`src/rtl/tablero_scanner.sv`:
```
// tablero_scanner: row-major board scan that tallies cell states and flags game over
module tablero_scanner #(
   parameter int FILAS = 5,
   parameter int COLS  = 5,
   localparam int RW = (FILAS > 1) ? $clog2(FILAS) : 1,
   localparam int CLW = (COLS > 1) ? $clog2(COLS) : 1,
   localparam int CW = $clog2(FILAS * COLS + 1)
) (
   input  logic           clk,
   input  logic           rst,
   input  logic           start,
   output logic           busy,
   output logic           done,
   output logic           cell_rd_en,
   output logic [RW-1:0]  cell_row,
   output logic [CLW-1:0] cell_col,
   input  logic [1:0]     cell_data,
   output logic [CW-1:0]  cnt_agua,
   output logic [CW-1:0]  cnt_barco,
   output logic [CW-1:0]  cnt_fallado,
   output logic [CW-1:0]  cnt_acertado,
   output logic           game_over
);
   typedef enum logic [1:0] {S_IDLE, S_READ, S_DRAIN, S_DONE} state_t;
   state_t r_state, w_next;
   logic [RW-1:0] r_row;
   logic [CLW-1:0] r_col;
   logic r_vld;
   logic [CW-1:0] r_acc [4];
   logic [CW-1:0] w_acc [4];
   logic [CW-1:0] r_cnt [4];
   logic r_go;
   logic w_last;
   assign w_last = (r_row == RW'(FILAS - 1)) && (r_col == CLW'(COLS - 1));
   assign cell_row = r_row;
   assign cell_col = r_col;
   assign cnt_agua = r_cnt[0];
   assign cnt_barco = r_cnt[1];
   assign cnt_fallado = r_cnt[2];
   assign cnt_acertado = r_cnt[3];
   assign game_over = r_go;
   // state register
   always_ff @(posedge clk) begin
      if (rst) r_state <= S_IDLE;
      else     r_state <= w_next;
   end
   // next-state logic; start only matters in IDLE
   always_comb begin
      w_next = r_state;
      case (r_state)
         S_IDLE:  w_next = start ? S_READ : S_IDLE;
         S_READ:  w_next = w_last ? S_DRAIN : S_READ;
         S_DRAIN: w_next = S_DONE;
         default: w_next = S_IDLE;
      endcase
   end
   // state-decoded outputs
   always_comb begin
      busy = r_state != S_IDLE;
      done = r_state == S_DONE;
      cell_rd_en = r_state == S_READ;
   end
   // accumulators including the cell whose data is arriving this cycle
   always_comb begin
      for (int k = 0; k < 4; k++) w_acc[k] = r_acc[k] + CW'(r_vld && cell_data == 2'(k));
   end
   // address walk, accumulation and result capture on DONE entry
   always_ff @(posedge clk) begin
      if (rst) begin
         r_vld <= 1'b0;
         r_row <= '0;
         r_col <= '0;
         r_go <= 1'b0;
         for (int k = 0; k < 4; k++) begin
            r_acc[k] <= '0;
            r_cnt[k] <= '0;
         end
      end else begin
         r_vld <= cell_rd_en;
         for (int k = 0; k < 4; k++) r_acc[k] <= (r_state == S_IDLE && start) ? '0 : w_acc[k];
         if (r_state == S_IDLE && start) begin
            r_row <= '0;
            r_col <= '0;
         end else if (r_state == S_READ) begin
            r_col <= (r_col == CLW'(COLS - 1)) ? '0 : r_col + CLW'(1);
            r_row <= w_last ? '0 : (r_col == CLW'(COLS - 1)) ? r_row + RW'(1) : r_row;
         end
         if (r_state == S_DRAIN) begin
            for (int k = 0; k < 4; k++) r_cnt[k] <= w_acc[k];
            r_go <= (w_acc[1] == '0) && (w_acc[3] != '0);
         end
      end
   end
endmodule

```
`config.mk`:
```
export PLATFORM = sky130hd
export DESIGN_NAME = tablero_scanner
export DESIGN_NICKNAME = d
export VERILOG_FILES = /design/src/rtl/tablero_scanner.sv
export SDC_FILE = /design/constraint.sdc
export NUM_CORES = 1
export LEC_CHECK = 0
export ABC_AREA = 1
export CAP_MARGIN = 5
export CORE_MARGIN = 2
export CORE_UTILIZATION = 47
export DETAILED_ROUTE_END_ITERATION = 6
export PLACE_DENSITY = 0.74
export SLEW_MARGIN = 20
export SYNTH_ARGS = -nofsm -noshare
export SYNTH_HDL_FRONTEND = slang
export SYNTH_SLANG_ARGS = --single-unit
export TNS_END_PERCENT = 5
```
`constraint.sdc`:
```
create_clock -name clk -period 1.6 [get_ports clk]
set_input_delay 0.16 -clock clk [delete_from_list [all_inputs] [get_ports clk]]
set_output_delay 0.16 -clock clk [all_outputs]
set_load 0.02 [all_outputs]
```
==> impl_metrics.py <==
metrics = {
    "placed_design": {
        "dp_hpwl_um": 2740,
        "dpl.cell_count": 321,
        "port_buffers": 34,
        "placed_area_um2": 2620,
        "gp_congestion": 0.810,
    },
    "synthesis": {
        "ys_ff_latch": 50,
        "yosys_warnings": 0,
        "yosysUniqueCellTypes": 24,
        "syn_nets": 239,
        "syn-cell-area_um2": 2080,
        "ys.flop_type": "dfxtp_1",
        "synth-edff-count": 20,
        "async_flop_share_pct": 0,
        "synthCells": 222,
        "yosysSeqAreaShare_pct": 57.6,
        "synth_area_per_cell_um2": 9.39,
    },
    "detailed_routing": {
        "drt_iter0_markers": 134,
        "via_per_inst": 4.75,
        "dr.pass1.iters": 4,
        "num_vias": 1576,
        "routedWlPerCell_um": 12.0,
        "ant_nets": 0,
        "drc": 0,
        "routed_wl_um": 3990,
    },
    "worst_hold_path": {
        "hp-class": "register to register",
        "min_from": "cell_row[1]$_SDFFE_PP0P_",
    },
    "cts": {
        "ctsHoldBuffers": 0,
        "htree_num_levels": 2,
        "clk_path_buf_depth": 2,
        "cts_buffers": 5,
        "cts_num_sinks": 50,
        "clock_latency_ns": 0.30,
        "cts_tree": "built",
        "clk_pin_slew_ns": 0.09,
        "cts.root.buffer_cell": "clkbuf_8",
    },
    "worst_setup_path": {
        "crit_arrival_ns": 1.69,
        "crit_path_max_fanout": 4,
        "rr_startpoint": "r_vld$_SDFF_PP0_",
        "crit_path_start": "r_vld$_SDFF_PP0_",
        "required_ns": 1.77,
        "cp-end-kind": "register",
        "crit_type": "register to register",
        "cp-start-kind": "register",
    },
    "final_layout": {
        "layoutNonFillerInstCount": 332,
        "fin_nets": 296,
        "area_growth_pct": 34.6,
        "final_util_pct": 64.9,
        "n_antenna_cell": 0,
        "final_area_um2": 2810,
        "drive_gt1_share_pct": 17.9,
    },
    "sta": {
        "rsz0062_at_grt": "true",
        "fin_crit_sh_pct": 95.5,
        "tns_ns": 0,
        "max_freq_mhz": 654,
        "relSlewSlack_pct": 82.1,
        "fin_skew_ns": 0.00582,
        "hold_ws_ns": 0.506,
        "finalCriticalPeriod_ns": 1.53,
        "finalSetupViolations": 0,
        "drv_slew": 0,
        "max_slew.worst_pin.slew_ns": 0.268,
        "finalHoldViolations": 0,
    },
    "job": {
        "cap_viol_max_count": 0,
    },
    "floorplan": {
        "die_w_um": 70.6,
        "initial_core_util_pct": 48.2,
        "rows": 24,
        "fp.dieH_um": 70.6,
        "coreArea_um2": 4320,
        "die_area_um2": 4980,
        "ios": 35,
    },
    "pwr": {
        "p_int_w": 0.00182,
        "power.leakage_nw": 1.11,
        "power.density_nw_per_um2": 834,
        "switching_power_w": 0.000521,
        "pwr-share-seq_pct": 57.9,
        "p_comb_share_pct": 7.6,
        "ir_drop_v": 0.000583,
        "pwr-share-clk_pct": 34.4,
        "swShare_pct": 22.3,
    },
    "global_routing": {
        "grt_pass1_wl_um": 6470,
        "antenna_found_initial": 0,
        "grt_pass1_vias": 1489,
        "grt_max_degree": 17,
        "grt-ovfl-total": 0,
        "grtUsageTotal_pct": 16.7,
    },
    "outcome": {
        "status": "finished clean",
    },
}
==> final timing paths <==
| check | to | slack (ns) | depth (start not counted) |
|---|---|---|---|
| min reg2reg | cell_row[1]$_SDFFE_PP0P_ | 0.51 | 2 |
| max reg2reg | r_cnt[1][4]$_SDFFCE_PN0P_ | 0.07 | 9 |
| max | r_cnt[1][4]$_SDFFCE_PN0P_ | 0.07 | 9 |
| min | cell_row[1]$_SDFFE_PP0P_ | 0.51 | 2 |
==> critical path, stage by stage (launching register included) <==
cell and delay (ns):
dfxtp_2 0.33, inv_2 0.06, nor3_2 0.12, ha_2 0.24, ha_4 0.14, nand2_1 0.07
nor2_2 0.12, xor2_1 0.15, inv_1 0.08, nor2_1 0.09
==> through the flow <==
step,setup WS [ns],power (W)
floorplan,0.129,0.00147
global placement,-0.345,0.00156
detailed placement,-0.367,0.00156
CTS,-0.0272,0.00236
global route,-0.0489,0.00243
finish,0.0721,0.00234
==> final cells by class <==
class | instances | area, um2
fillers | 376 | 1520
flip-flops and latches | 50 | 1200
multi-input cells | 130 | 781
repair buffers | 54 | 513
inverters | 38 | 143
clock buffers | 7 | 97.6
well taps | 52 | 65.1
clock inverters | 1 | 3.75
==> synthesized netlist by cell type, types with 2 or more instances <==
master | n | area (um2)
inv_2 | 3 | 11.3
edfxtp_1 | 20 | 601
inv_1 | 35 | 131
xnor2_1 | 5 | 43.8
nand3_1 | 13 | 65.1
nand2_1 | 24 | 90.1
nand2_2 | 2 | 12.5
ha_1 | 12 | 150
xor2_1 | 4 | 35.0
dfxtp_1 | 30 | 601
o21ai_0 | 2 | 10.0
a21oi_1 | 4 | 20.0
nor3_1 | 5 | 25.0
nor2_1 | 48 | 180
nand4_1 | 4 | 25.0
buf_2 | 3 | 15.0
==> flip-flops by register name (all words and copies together), names as in the netlist <==
register / count
r_cnt: 20
r_vld: 1
r_acc: 20
cell_col: 3
r_state: 2
game_over: 1
cell_row: 3
==> routing by layer <==
layer	track usage [%]	vias to the layer above	wire length, um
li1	-	813	-
met5	0	-	0
met1	19.7	719	1760
met3	5.27	8	185
met2	28.2	36	1960
met4	7.34	0	88
==> power groups by stage <==
stage / registers, W / logic (W) / clock network, W
floorplan: 0.00141 / 0.0000621 / 0
global placement: 0.00138 / 0.000177 / 0
detailed placement: 0.00138 / 0.000178 / 0
CTS: 0.00135 / 0.000178 / 0.000829
global route: 0.00136 / 0.000192 / 0.000878
finish: 0.00136 / 0.000179 / 0.000806
==> cell families after synthesis <==
group / Yosys count / synth area share [%]
xor+xnor: 9 / 3.78
fa+ha+maj: 12 / 7.20
flops: 50 / 57.6
simple gates: 101 / 21.3
buf+inv: 42 / 8.10
compound gates: 8 / 1.98
==> placed cells by master, fill, tap and decap left out, types with 2 or more instances in the layout <==
cell type / count
buf_4: 18
ha_1: 6
clkdlybuf4s50_1: 29
nor3_1: 2
nor3_2: 2
xor2_1: 4
buf_12: 2
xnor2_1: 5
nor2_2: 3
clkbuf_8: 5
dlygate4sd2_1: 4
edfxtp_1: 20
nand2_1: 24
nor2_1: 46
inv_2: 4
inv_1: 34
nand3_2: 2
ha_4: 2
o21ai_0: 2
nand2_2: 2
nand4_1: 4
nand3_1: 12
ha_2: 4
dfxtp_1: 28
a21oi_1: 4
dfxtp_2: 2
==> repair_timing <==
item                       4_1_cts  5_1_grt
resized for setup               13       10
gates cloned                     0        0
setup buffers                    2        1
pin swaps                        4        6
setup endpoints to repair        9       12
Power figures use the tool's default switching activity.
